<file path="config.mk">
export PLATFORM = sky130hd
export DESIGN_NAME = uart_cmd_assembler
export DESIGN_NICKNAME = d
export VERILOG_FILES = /design/src/rtl/uart_cmd_assembler.sv
export SDC_FILE = /design/constraint.sdc
export NUM_CORES = 1
export LEC_CHECK = 0
export ABC_AREA = 1
export BUFFER_PORTS_ARGS = -buffer_cell sky130_fd_sc_hd__buf_2
export CAP_MARGIN = 40
export CORE_ASPECT_RATIO = 1.25
export CORE_UTILIZATION = 55
export DETAILED_ROUTE_END_ITERATION = 12
export PLACE_DENSITY = 0.75
export RECOVER_POWER = 50
export SLEW_MARGIN = 10
export SYNTH_ARGS = -nofsm -noshare
export SYNTH_HDL_FRONTEND = slang
export SYNTH_SLANG_ARGS = --single-unit
</file>
<file path="constraint.sdc">
create_clock -name clk -period 1.9 [get_ports clk]
set_clock_uncertainty 0.2 [all_clocks]
set_input_delay 0.095 -clock clk [delete_from_list [all_inputs] [get_ports clk]]
set_output_delay 0.095 -clock clk [all_outputs]
set_load 0.05 [all_outputs]
</file>
<file path="src/rtl/uart_cmd_assembler.sv">
// Assembles fixed-length UART byte frames (first byte = MSB) into one command word.
// Define CHECKSUM_EN to require a trailing checksum byte per frame (payload sum + C == 8'hFF).
module uart_cmd_assembler #(
  parameter int NUM_BYTES      = 3,
  parameter int TIMEOUT_CYCLES = 50000
) (
  input  logic                   clk,
  input  logic                   rst,
  input  logic [7:0]             rx_data,
  input  logic                   rx_rdy,
  output logic                   clr_rx_rdy,
  output logic [8*NUM_BYTES-1:0] cmd,
  output logic                   cmd_rdy,
  input  logic                   clr_cmd_rdy,
  output logic                   overrun,
  output logic                   timeout,
  output logic                   chk_err
);

`ifdef CHECKSUM_EN
  localparam int FRAME_LEN = NUM_BYTES + 1;
`else
  localparam int FRAME_LEN = NUM_BYTES;
`endif
  localparam int CMD_W = 8 * NUM_BYTES;
  localparam int CNT_W = $clog2(FRAME_LEN + 1);
  localparam int TMR_W = $clog2(TIMEOUT_CYCLES);
  localparam logic [TMR_W-1:0] TMR_LAST    = TMR_W'(TIMEOUT_CYCLES - 1);
  localparam logic [CNT_W-1:0] CNT_LAST    = CNT_W'(FRAME_LEN - 1);
  localparam logic [CNT_W-1:0] CNT_PAYLOAD = CNT_W'(NUM_BYTES);

  typedef enum logic {IDLE, COLLECT} state_t;

  state_t             state, state_n;
  logic [CNT_W-1:0]   count, count_n;
  logic [TMR_W-1:0]   timer, timer_n;
  logic [CMD_W-1:0]   shadow, shadow_n;
  logic [CMD_W-1:0]   cmd_n;
  logic               cmd_rdy_n, overrun_n, timeout_n;
  logic               frame_done, frame_good;
`ifdef CHECKSUM_EN
  logic [7:0]         sum, sum_n, sum_chk;
  logic               chk_err_n;
`endif

  function automatic logic [TMR_W-1:0] sat_inc(input logic [TMR_W-1:0] t);
    return (t == {TMR_W{1'b1}}) ? t : t + 1'b1;
  endfunction

  function automatic logic [CMD_W-1:0] shift_in(input logic [CMD_W-1:0] s,
                                                input logic [7:0] b);
    return {s[CMD_W-9:0], b};
  endfunction

  // Every presented byte is taken immediately, so the receiver is cleared combinationally.
  assign clr_rx_rdy = rx_rdy;

  always_comb begin
    state_n    = state;
    count_n    = count;
    timer_n    = timer;
    shadow_n   = shadow;
    cmd_n      = cmd;
    cmd_rdy_n  = cmd_rdy;
    overrun_n  = overrun;
    timeout_n  = 1'b0;
    frame_done = 1'b0;
    frame_good = 1'b1;
`ifdef CHECKSUM_EN
    sum_n      = sum;
    sum_chk    = sum + rx_data;
    chk_err_n  = 1'b0;
`endif

    if (cmd_rdy && clr_cmd_rdy) cmd_rdy_n = 1'b0;

    case (state)
      IDLE: begin
        if (rx_rdy) begin
          shadow_n = shift_in(shadow, rx_data);
          count_n  = CNT_W'(1);
          timer_n  = '0;
          state_n  = COLLECT;
`ifdef CHECKSUM_EN
          sum_n    = rx_data;
`endif
        end
      end
      COLLECT: begin
        if (rx_rdy) begin
          timer_n = '0;
          count_n = count + 1'b1;
          if (count < CNT_PAYLOAD) begin
            shadow_n = shift_in(shadow, rx_data);
`ifdef CHECKSUM_EN
            sum_n    = sum_chk;
`endif
          end
          if (count == CNT_LAST) begin
            frame_done = 1'b1;
            state_n    = IDLE;
            count_n    = '0;
`ifdef CHECKSUM_EN
            frame_good = (sum_chk == 8'hFF);
`endif
          end
        end else if (timer == TMR_LAST) begin
          // Stale partial frame: drop it but leave any delivered command alone.
          timeout_n = 1'b1;
          state_n   = IDLE;
          count_n   = '0;
          timer_n   = '0;
          shadow_n  = '0;
        end else begin
          timer_n = sat_inc(timer);
        end
      end
      default: state_n = IDLE;
    endcase

    if (frame_done) begin
      if (!frame_good) begin
`ifdef CHECKSUM_EN
        chk_err_n = 1'b1;
`endif
      end else if (!cmd_rdy || clr_cmd_rdy) begin
        cmd_n     = shadow_n;
        cmd_rdy_n = 1'b1;
      end else begin
        overrun_n = 1'b1;
      end
    end
  end

  always_ff @(posedge clk) begin
    if (rst) begin
      state   <= IDLE;
      count   <= '0;
      timer   <= '0;
      shadow  <= '0;
      cmd     <= '0;
      cmd_rdy <= 1'b0;
      overrun <= 1'b0;
      timeout <= 1'b0;
    end else begin
      state   <= state_n;
      count   <= count_n;
      timer   <= timer_n;
      shadow  <= shadow_n;
      cmd     <= cmd_n;
      cmd_rdy <= cmd_rdy_n;
      overrun <= overrun_n;
      timeout <= timeout_n;
    end
  end

`ifdef CHECKSUM_EN
  always_ff @(posedge clk) begin
    if (rst) begin
      sum     <= '0;
      chk_err <= 1'b0;
    end else begin
      sum     <= sum_n;
      chk_err <= chk_err_n;
    end
  end
`else
  assign chk_err = 1'b0;
`endif

endmodule
</file>
# Word-level counts from Yosys, hierarchy flattened

Cells that the tools add are included.

Register bits: 70
Input bits: 12
Word-level logic and storage cells: 54

$add $sub $neg: 2
Magnitude comparators: 1
Equality and inequality tests: 6
Muxes and demuxes: 27
Bitwise operators: 2
Reduce and logical (&&, ||, !) cells: 8

Operators by type and width:

| cell                  | number |
|---|---|
| $mux 24               | 4 |
| $mux 16               | 4 |
| $pmux 24 s2           | 1 |
| $eq 16x16->1 const B  | 2 |
| $pmux 16 s2           | 1 |
| $add 16x1->16 const B | 1 |
| $mux 1                | 11 |
| $mux 2                | 4 |
| $reduce_and 2->1      | 4 |
| $ne 4x4->1 const B    | 1 |
| $pmux 2 s2            | 1 |
| $ne 3x2->1 const B    | 1 |
| $reduce_or 3->1       | 1 |
| $add 2x1->2 const B   | 1 |
| $eq 2x2->1 const B    | 1 |
| $lt 2x2->1 const B    | 1 |
| $ne 2x2->1 const B    | 1 |
| $not 1->1             | 2 |
| $pmux 1 s2            | 1 |
| $logic_and 1x1->1     | 1 |
| $logic_not 1->1       | 1 |
| $logic_or 1x1->1      | 1 |

# Longest topological paths before layout

Gate-level depths: netlist of run 1.

Depth after elaboration: 5
Gate-level depth with buffers: 12
Mapped depth without buffers: 12

# Least setup slack after synthesis of run 1

OpenSTA, ideal clock, no wires.

Path kind: register -> register
Start point: register timer[0]
End point: register cmd[3]
Arrival time: 1406 ps
Required time: 1591 ps
Slack: 186 ps
Cell stages (with the launch flop): 12
Buffers on the path: 1
Clock period less this slack: 1714 ps
Path through: dfxtp_1 ha_1 nand3_2 nor2_1 nand2_2 nand2_2 inv_2 buf_4 nand2_1 nand3_1 nand2_1 inv_1

Cells in the longest elaborated chain, start to end: 4

Ends and longest elaborated chain:

| element                  | RTL line | RTL |
|---|---|---|
| start: declaration       | 36       | `logic [TMR_W-1:0] timer, timer_n;` |
| start signal: assignment | 148      | `timer <= timer_n;` |
| $eq 16x16->1             | 107      | `end else if (timer == TMR_LAST) begin` |
| $mux 24                  | 107      |  |
| $mux 24                  | 90       | `if (rx_rdy) begin` |
| $pmux 24 s2              | 77       | `case (state)` |
| end signal: assignment   | 150      | `cmd <= cmd_n;` |
| end: declaration         | 12       | `output logic [8*NUM_BYTES-1:0] cmd,` |

Every way passes these cells.
A chain may end at the register's enable or synchronous reset.

# Worst setup path in the final report of run 1

Start point: register state
End point: register cmd[22]

Cells in the longest elaborated chain, start to end: 2
Elaborated cells on any way between the ends: 4
Those cells by class: mux: 2; bitwise: 1; reduce/logical: 1

Ends and longest elaborated chain:

| element                                         | RTL line | RTL |
|---|---|---|
| start: declaration                              | 34       | `state_t state, state_n;` |
| start signal: assignment                        | 146      | `state <= state_n;` |
| $not 1->1 or $mux 1 (tied branches)             | -        |  |
| $pmux 24 s2 or $reduce_and 2->1 (tied branches) | -        |  |

Parallel ways exist; a longest one is shown, timed or not.

==> metrics list, run 1 <==
* Result of the run: complete, no violations
- The analysis attributes to cell leakage a power of 1.98 nW.
- For this run, the total global-route usage over all layers was measured as 28.6%.
- The worst pin sits at a relative slew slack of 59.9%.
- The final layout contains 660 nets.
* Top-area cell type share of the netlist area: 36.2%
* Worst Hold Margin: 270 ps
- At the end of routability-driven placement, the weighted congestion stood at 0.902.
- The layout has 624 filler cells.
* Critical path cell sequence: nand2_2 > nor2_4 > inv_2 > nor2_4 > buf_12 > nand3_1 > nand2_1 > inv_1
* Cell at the root of the clock tree: sky130_fd_sc_hd__clkbuf_8
* TritonCTS buffer count: 9
- Maximum cell stage delay along the critical path: 450 ps
- Setup violations remaining at the end of the flow were counted as 0.
- In this run the power density over the cells is 702 nW/µm².
- The total area inside the core boundary comes to 6690 µm².
- Maximum clock insertion buffer count: 2
* Cell Int Power: 0.00240 W
- Synth unique cells: 36
- The final layout contains routed wiring with a total length of 10300 µm.
- Cells fill 68.8% of the core in the end.
* First drt pass iteration count: 5
* Share of total power in combinational logic: 10.8%
- Family of cells with the greatest summed delay on the critical path: simple AND/OR/NAND/NOR gates
- STA classifies the critical path startpoint as a flip-flop.
- From left edge to right edge, the die measures 77.0 µm.
- Summed instance area of the synthesized netlist: 3870 µm²
* Flop and latch count out of synthesis: 70
- The Yosys step of the flow raised 0 warnings.
* Number of buffers inserted by port buffering: 39
- In this run the remaining antenna-violating nets after routing total 0.
- By area the synthesized netlist is led by sky130_fd_sc_hd__dfxtp_1, sky130_fd_sc_hd__nand2_1, sky130_fd_sc_hd__inv_1.
- In the final routed layout, each cell accounts on average for 13.9 µm.
* Count of antenna diodes in the layout: 0
- Pin count of the biggest net entering global routing: 32
- For this run, the top clock speed supported by timing is 565 MHz.
- Vias after detailed routing: 4014
* Via-to-Cell Ratio: 5.43
- Slew Viols, Final: 0
- Clock transition at path regs: 80 ps
* Total power: 0.00323 W
* Data required time at the worst endpoint: 1940 ps
- Area of the die: 7380 µm²
* Share of the cycle needed by the critical path after routing: 93.2%
- The H-tree was split into 3 levels.
* Minimum clock period after layout: 1770 ps
* Transition time of the tightest slew-check pin: 605 ps
- Detailed Route Iter0 Violations: 231
* Layout Area Growth over Synthesis: 19.0%
- On the critical path, the stage with the largest delay is an instance of sky130_fd_sc_hd__dfxtp_1.
* IO Pins: 41
* Combined buffer and inverter count along the critical path: 3
- Power spent charging and discharging nets: 0.000836 W
- Site Rows: 33
* Vias in the first global route: 3654
* Clock share of power: 42.3%
* Hold/Removal Path Class: reg2reg
- The clock drives 70 sinks.
- DP Wirelength: 7140 µm
- Total count of hold-check failures in the final report: 0
- CTS tree: yes
- Unrepaired setup endpoints after global routing: yes
- Sw Ratio: 25.9%
- Post-Place Worst Slack: 89.0 ps
- Crit path kind: reg2reg
* Top cell type by total area after synthesis: sky130_fd_sc_hd__dfxtp_1
- Counting every instance in the synthesized netlist gives 582.
- Max-capacitance violation count: 0
- The worst setup path is captured at a flip-flop.
- Max IR drop VDD: 0.000566 V
- Sequential cells account for 46.9% of the total power.
- Of all nets on the critical path, the largest fanout is 31.
- By instance count, the cell type seen most on the critical path is sky130_fd_sc_hd__nor2_4.
- The number of nets in the synthesized netlist is 595.
- In the final layout, the share of cells above drive strength 1 is 14.6%.
- Starting density of the core: 57.8%
- Initial antenna violation count: 0
- Mean area per synthesized cell: 6.65 µm²
- At the later pin of the worst-skew pair, clock insertion delay measures 350 ps.
* Chip height: 95.8 µm
* Endpoint arrival time on the critical path: 1810 ps
* Drc violations: 0
- Grt total ovfl: 0
- Setup WS post-layout: 129 ps
- The first global-routing pass estimated 16600 µm of wire.
- Share of the yosys chip area belonging to registers: 36.2%
==> cells in the final DEF, fill, tap and decap left out, types with 3 or more instances in the layout <==
master / synthesis / routed
sky130_fd_sc_hd__a21oi_1: 43 / 43
sky130_fd_sc_hd__a22oi_1: 17 / 17
sky130_fd_sc_hd__buf_2: 7 / 11
sky130_fd_sc_hd__buf_4: 8 / 29
sky130_fd_sc_hd__clkbuf_1: 9 / 29
sky130_fd_sc_hd__clkbuf_8: 0 / 10
sky130_fd_sc_hd__dfxtp_1: 70 / 63
sky130_fd_sc_hd__dfxtp_2: 0 / 6
sky130_fd_sc_hd__dlygate4sd3_1: 0 / 11
sky130_fd_sc_hd__inv_1: 80 / 79
sky130_fd_sc_hd__inv_2: 8 / 8
sky130_fd_sc_hd__nand2_1: 132 / 132
sky130_fd_sc_hd__nand2_2: 4 / 5
sky130_fd_sc_hd__nand3_1: 44 / 44
sky130_fd_sc_hd__nand4_1: 7 / 7
sky130_fd_sc_hd__nor2_1: 47 / 46
sky130_fd_sc_hd__nor2_4: 2 / 3
sky130_fd_sc_hd__nor3_1: 4 / 3
sky130_fd_sc_hd__o211ai_1: 5 / 5
sky130_fd_sc_hd__o21a_1: 17 / 17
sky130_fd_sc_hd__o21ai_0: 48 / 48
sky130_fd_sc_hd__o21ai_1: 3 / 3
==> logic make-up after synthesis <==
logic type | Yosys count | share of synthesized area, %
AO/OA/AOI/OAI | 138 | 20.7
XOR/XNOR | 2 | 0.453
adder cells (fa/ha/maj) | 1 | 0.323
buffers and inverters | 121 | 14.0
flip-flops | 70 | 36.2
other | 1 | 0.0969
AND/OR/NAND/NOR | 249 | 28.2
==> stage by stage <==
step / area, µm² / cells / setup TNS, ps
floorplan: 3870 / 582 / 0
global placement: 4210 / 706 / 0
detailed placement: 4210 / 706 / 0
CTS: 4540 / 733 / 0
global route: 4600 / 739 / -55.3
finish: 4600 / 739 / 0
==> routing by layer <==
layer,GRT usage (%),vias up,wire length (µm)
met5,0,-,0
met4,15.4,0,378
met3,4.83,32,508
met2,51.9,143,5270
met1,32.3,1833,4140
li1,-,2006,-
==> synthesized netlist by cell type, drive strengths merged <==
cell / n
a22oi: 17
xnor2: 1
nand2: 137
clkinv: 3
buf: 21
ha: 1
a21oi: 44
o21bai: 2
nor4: 2
nor2: 52
a31oi: 1
nor3: 5
clkbuf: 9
o211ai: 5
xor2: 1
conb: 1
nand3: 46
dfxtp: 70
o21a: 17
o21ai: 52
nand4: 7
inv: 88
==> worst reg2reg max path, cell delays in order, from the launching register on <==
cell and delay, ps:
sky130_fd_sc_hd__dfxtp_1 450, sky130_fd_sc_hd__nand2_2 150, sky130_fd_sc_hd__nor2_4 160, sky130_fd_sc_hd__inv_2 60
sky130_fd_sc_hd__nor2_4 210, sky130_fd_sc_hd__buf_12 210, sky130_fd_sc_hd__nand3_1 120, sky130_fd_sc_hd__nand2_1 70
sky130_fd_sc_hd__inv_1 30
==> final timing paths <==
check,start,endpoint,slack (ps),depth (start not counted)
hold reg to reg,overrun$_SDFFE_PP0P_,overrun$_SDFFE_PP0P_,270,2
setup / recovery,state$_SDFF_PP0_,cmd[22]$_SDFFE_PP0P_,130,8
hold / removal,overrun$_SDFFE_PP0P_,overrun$_SDFFE_PP0P_,270,2
setup reg to reg,state$_SDFF_PP0_,cmd[22]$_SDFFE_PP0P_,130,8
==> repair_timing <==
| action | CTS | global route |
|---|---|---|
| hold buffers | 11 | 0 |
| resized for setup | 0 | 21 |
| endpoints found under the setup margin | 0 | 55 |
| hold endpoints to repair | 25 | 0 |
| setup buffers | 0 | 5 |
==> sequential cells by signal, summed over array words and instances, names as in the netlist <==
name and flops:
timeout 1, state 1, shadow 24, timer 16
overrun 1, cmd_rdy 1, cmd 24, count 2
==> power groups by stage <==
stage	sequential [W]	clock, W	combinational [W]
global route	0.00152	0.00145	0.000386
CTS	0.00152	0.00137	0.000334
global placement	0.00155	0	0.000308
finish	0.00152	0.00137	0.000350
floorplan	0.00155	0	0.000223
detailed placement	0.00155	0	0.000314
==> cell type report <==
class | instances | area [µm²] | area share (%)
multi-input cells | 392 | 1960 | 42.7
flip-flops and latches | 70 | 1410 | 30.7
repair buffers | 83 | 547 | 11.9
inverters | 91 | 348 | 7.55
clock buffers | 11 | 141 | 3.07
well taps | 87 | 109 | 2.36
clock inverters | 5 | 82.6 | 1.79
(Power assumes the default switching activity.)
==> run 2: changes to the inputs <==
--- a/config.mk
+++ b/config.mk
@@ -5,13 +5,12 @@
 export SDC_FILE = /design/constraint.sdc
 export NUM_CORES = 1
 export LEC_CHECK = 0
-export ABC_AREA = 1
 export BUFFER_PORTS_ARGS = -buffer_cell sky130_fd_sc_hd__buf_2
 export CAP_MARGIN = 40
-export CORE_ASPECT_RATIO = 1.25
+export CORE_ASPECT_RATIO = 1.4
 export CORE_UTILIZATION = 55
 export DETAILED_ROUTE_END_ITERATION = 12
-export PLACE_DENSITY = 0.75
+export PLACE_DENSITY = 0.77
 export RECOVER_POWER = 50
 export SLEW_MARGIN = 10
 export SYNTH_ARGS = -nofsm -noshare
==> run 2 against run 1 <==
The run now ends with negative setup slack left; combinational power down 25%; critical path depth down 2; fmax down 18%; via count down 31%; largest power group unchanged.
==> metrics list, run 2 <==
* Synthesized netlist cell count: 313 (-46%)
- Die X: 62.4 µm (-19%)
- Power spent charging and discharging nets: 0.000711 W (-15%)
* Post-DRT Antenna Nets: 0 (unchanged)
- Most common library cell in the layout ignoring fill and taps: sky130_fd_sc_hd__dfxtp_1
* Share of the cycle needed by the critical path after routing: 114% (+21 points)
- Area of the core: 4880 µm² (-27%)
* Total Negative Setup Slacks: -6870 ps (-6870 ps)
* Chip height: 86.6 µm (-9.6%)
* Number of buffers inserted by port buffering: 39 (unchanged)
- Crit path kind: reg2reg
* Total number of yosys warnings: 0 (unchanged)
* Maximum clock frequency: 461 MHz (-18%)
* Largest register FFs: 24
* Detailed-route wire length: 8330 µm (-19%)
* Largest cells by area after synthesis: sky130_fd_sc_hd__dfxtp_1, sky130_fd_sc_hd__mux2i_1, sky130_fd_sc_hd__nor2_1
- TritonCTS buffer count: 9 (unchanged)
- Grt total ovfl: 0 (unchanged)
- The number of antenna violations at the first check in global routing is 0 (unchanged).
* Clk_lat worst skew: 350 ps (about the same)
- The final count of hold timing violations was 0 (unchanged).
- Following the worst setup path forward leads to its endpoint at timer[12]$_SDFFE_PP0P_.
* Number of H-tree branching levels: 3 (unchanged)
- Ys async rst share: 0% (unchanged)
- Finish-stage setup viols: 40 (+40)
- Leaving out fill and tap cells, the most frequent cells in the layout are sky130_fd_sc_hd__dfxtp_1, sky130_fd_sc_hd__buf_4, sky130_fd_sc_hd__nor2_1.
- The total die area was 5410 µm² (-27%).
- The multi-input combinational cell area is 1580 µm² (-20%).
- The number of remaining DRC errors is 0 (unchanged).
* Count of antenna diodes in the layout: 0 (unchanged)
* Final GP Congestion: 0.939 (+4.1%)
- The total I/O pin count was 41 (unchanged).
- The maximum number of pins on one net before global-route repair came to 42 (+31%).
- Worst slew margin: 57.6% (-2.3 points)
* Leakage power total: 1.51 nW (-24%)
* Storage element area: 1350 µm² (-4.2%)
- Mean area per synthesized cell: 8.98 µm² (+35%)
* Wire length of the first global-routing pass: 11400 µm (-31%)
- Unrepaired setup endpoints after global routing: yes
- Slew Viols, Final: 0 (unchanged)
- The via count of the first global-routing pass was 2543 (-30%).
* Max-capacitance violation count: 0 (unchanged)
- Sinks on Clock Net: 67 (-4.3%)
- Total power: 0.00304 W (-6.0%)
- The worst register-to-register path begins at timer[7]$_SDFFE_PP0P_.
- The pin slew with the least headroom to its limit is 639 ps (+34.0 ps).
* Worst Hold Margin: 38.2 ps (-232 ps)
- Max IR drop VDD: 0.000677 V (+20%)
- Flop and latch count out of synthesis: 67 (-4.3%)
- The final critical-path required period is 2170 ps (+397 ps).
- The layout cell share with drive strength beyond 1 is 33.9% (+19 points).
- Fill cell instance count of the final layout: 297 (-52%)
* CTS tree: yes
* Cell Int Power: 0.00233 W (-2.9%)
* Destination of the worst register-to-register timing path: timer[12]$_SDFFE_PP0P_
- Vias after detailed routing: 2783 (-31%)
- Layout Area Growth over Synthesis: 42.8%
- Most numerous cell in the Yosys netlist: sky130_fd_sc_hd__dfxtp_1
- The sequential fraction of the synthesis area came to 47.7% (+11 points).
- The switching part of the total is 23.4% (-2.5 points).
* Cell at the root of the clock tree: sky130_fd_sc_hd__clkbuf_8
- Data required time at the worst endpoint: 1930 ps (about the same)
* Top_reg_cell synth: sky130_fd_sc_hd__dfxtp_1
* Site Rows: 30 (-9.1%)
- The post-synthesis net count was 326 (-45%).
- Ranked by flip-flop count, first place goes to cmd.
- Top-area cell type share of the netlist area: 47.7% (+11 points)
- Synth unique cells: 48 (+33%)
- The worst endpoint data arrival time is 2200 ps (+390 ps).
* Cell area power density: 757 nW/µm² (+7.8%)
- The overall track demand over capacity in global routing was 27.4% (-1.2 points).
- Routed wire length per instance: 17.8 µm (+28%)
- The top fanout value on the critical path came to 4 (-87%).
- Of all cell types, the one taking the most synthesized area is sky130_fd_sc_hd__dfxtp_1.
- Clock share of power: 43.5% (+1.2 points)
- The initial core utilization is 57.6% (-0.22 points).
* Sequential fraction of design power: 47.8% (+0.9 points)
- Capturing element type of the critical path: flip-flop
- Share of total power in combinational logic: 8.7% (-2.1 points)
- The largest registers in the layout are cmd x24, shadow x21, timer x16.
* Via-to-Cell Ratio: 5.95 (+9.5%)
* Launching element of the worst setup path: timer[7]$_SDFFE_PP0P_
- The sum of net half-perimeters after detailed placement was 4470 µm (-37%).
* Post-detailed-placement cell area: 3370 µm² (-20%)
- Violated checks: negative setup slack
* Post-layout net count: 412 (-38%)
* Maximum clock insertion buffer count: 2 (unchanged)
* Hold/Removal Path Class: in2reg
- The violation count after the first detailed-route iteration came to 220 (-4.8%).
- The register clock-pin slew on the reported worst setup and hold paths was 70 ps (about the same).
- The summed area of non-filler cells in the final layout is 4020 µm² (-13%).
- Setup slack, reg-to-reg: -270 ps (-400 ps)
- First drt pass iteration count: 4 (-1)
- Type of origin of the critical path: flip-flop
- The flow ran to the end, but the final reports show violations.
- Number of cells on the worst reg-to-reg path: 6 (-2)
- The number of flops mapped to enable cells by yosys came to 0 (unchanged).
* Summed instance area of the synthesized netlist: 2810 µm² (-27%)
- By count the netlist is led by sky130_fd_sc_hd__dfxtp_1, sky130_fd_sc_hd__nor2_1, sky130_fd_sc_hd__nand2_1.
* Setup WS post-layout: -267 ps (-397 ps)
## run 2: worst max-delay path: stages (launching register included)
cell,delay [ps]
sky130_fd_sc_hd__dfxtp_2,330
sky130_fd_sc_hd__or4b_4,530
sky130_fd_sc_hd__nor4_4,350
sky130_fd_sc_hd__buf_4,190
sky130_fd_sc_hd__nor2_4,50
sky130_fd_sc_hd__and3_1,160
sky130_fd_sc_hd__a211o_1,240
## run 2: cells by family after synthesis
group	Yosys count	share of synthesized area [%]
other cells	1	0.133
buf+inv	24	4.36
simple gates	131	24.2
mux	21	7.57
compound gates	68	15.6
fa+ha+maj	1	0.445
flops	67	47.7
## run 2: layout make-up
| type | instances | area share [%] |
|---|---|---|
| multi-input combinational | 222 | 39.2 |
| timing repair buffer | 98 | 19.5 |
| clock inverter | 4 | 1.84 |
| sequential | 67 | 33.7 |
| inverter | 1 | 0.0935 |
| tap | 64 | 1.99 |
| clock buffer | 12 | 3.61 |
## run 2: worst min path at each step
stage	from	to	slack, ps	cells past startpoint
floorplan	rx_data[6]	cmd[6]$_SDFFE_PP0P_	30	2
global placement	rx_data[7]	shadow[7]$_SDFF_PP0_	150	3
detailed placement	rx_data[7]	shadow[7]$_SDFF_PP0_	160	3
CTS	rst	state$_SDFF_PP0_	20	3
global route	rst	state$_SDFF_PP0_	70	3
finish	rst	state$_SDFF_PP0_	40	3
## run 2: through the flow
step / cells / utilization [%] / worst slack, ps
2_1_floorplan: 313 / - / -147
3_3_place_gp: 436 / 69.0 / -170
3_5_place_dp: 436 / 69.0 / -217
4_1_cts: 463 / 77.3 / -167
5_1_grt: 468 / 82.3 / -293
6_report: 468 / 82.3 / -267
## run 2: power by group through the flow
stage | Combinational, W | Sequential (W) | Clock (W)
3_3_place_gp | 0.000176 | 0.00148 | 0
2_1_floorplan | 0.000120 | 0.00148 | 0
6_report | 0.000264 | 0.00145 | 0.00132
4_1_cts | 0.000204 | 0.00145 | 0.00133
5_1_grt | 0.000278 | 0.00145 | 0.00139
3_5_place_dp | 0.000178 | 0.00148 | 0
## run 2: metal layers
metal	global-route usage [%]	routed length [µm]
met2	47.5	4380
met1	30.7	3070
met5	0	0
met4	18.0	390
met3	5.00	492
## run 2: repair_timing
action / 4_1_cts / 5_1_grt
gates resized for setup: 23 / 54
hold endpoints to repair: 19 / 0
hold buffers: 10 / 0
setup endpoints to repair: 41 / 41
pin swaps: 6 / 19
buffers inserted: 2 / 3
gates cloned: 0 / 3
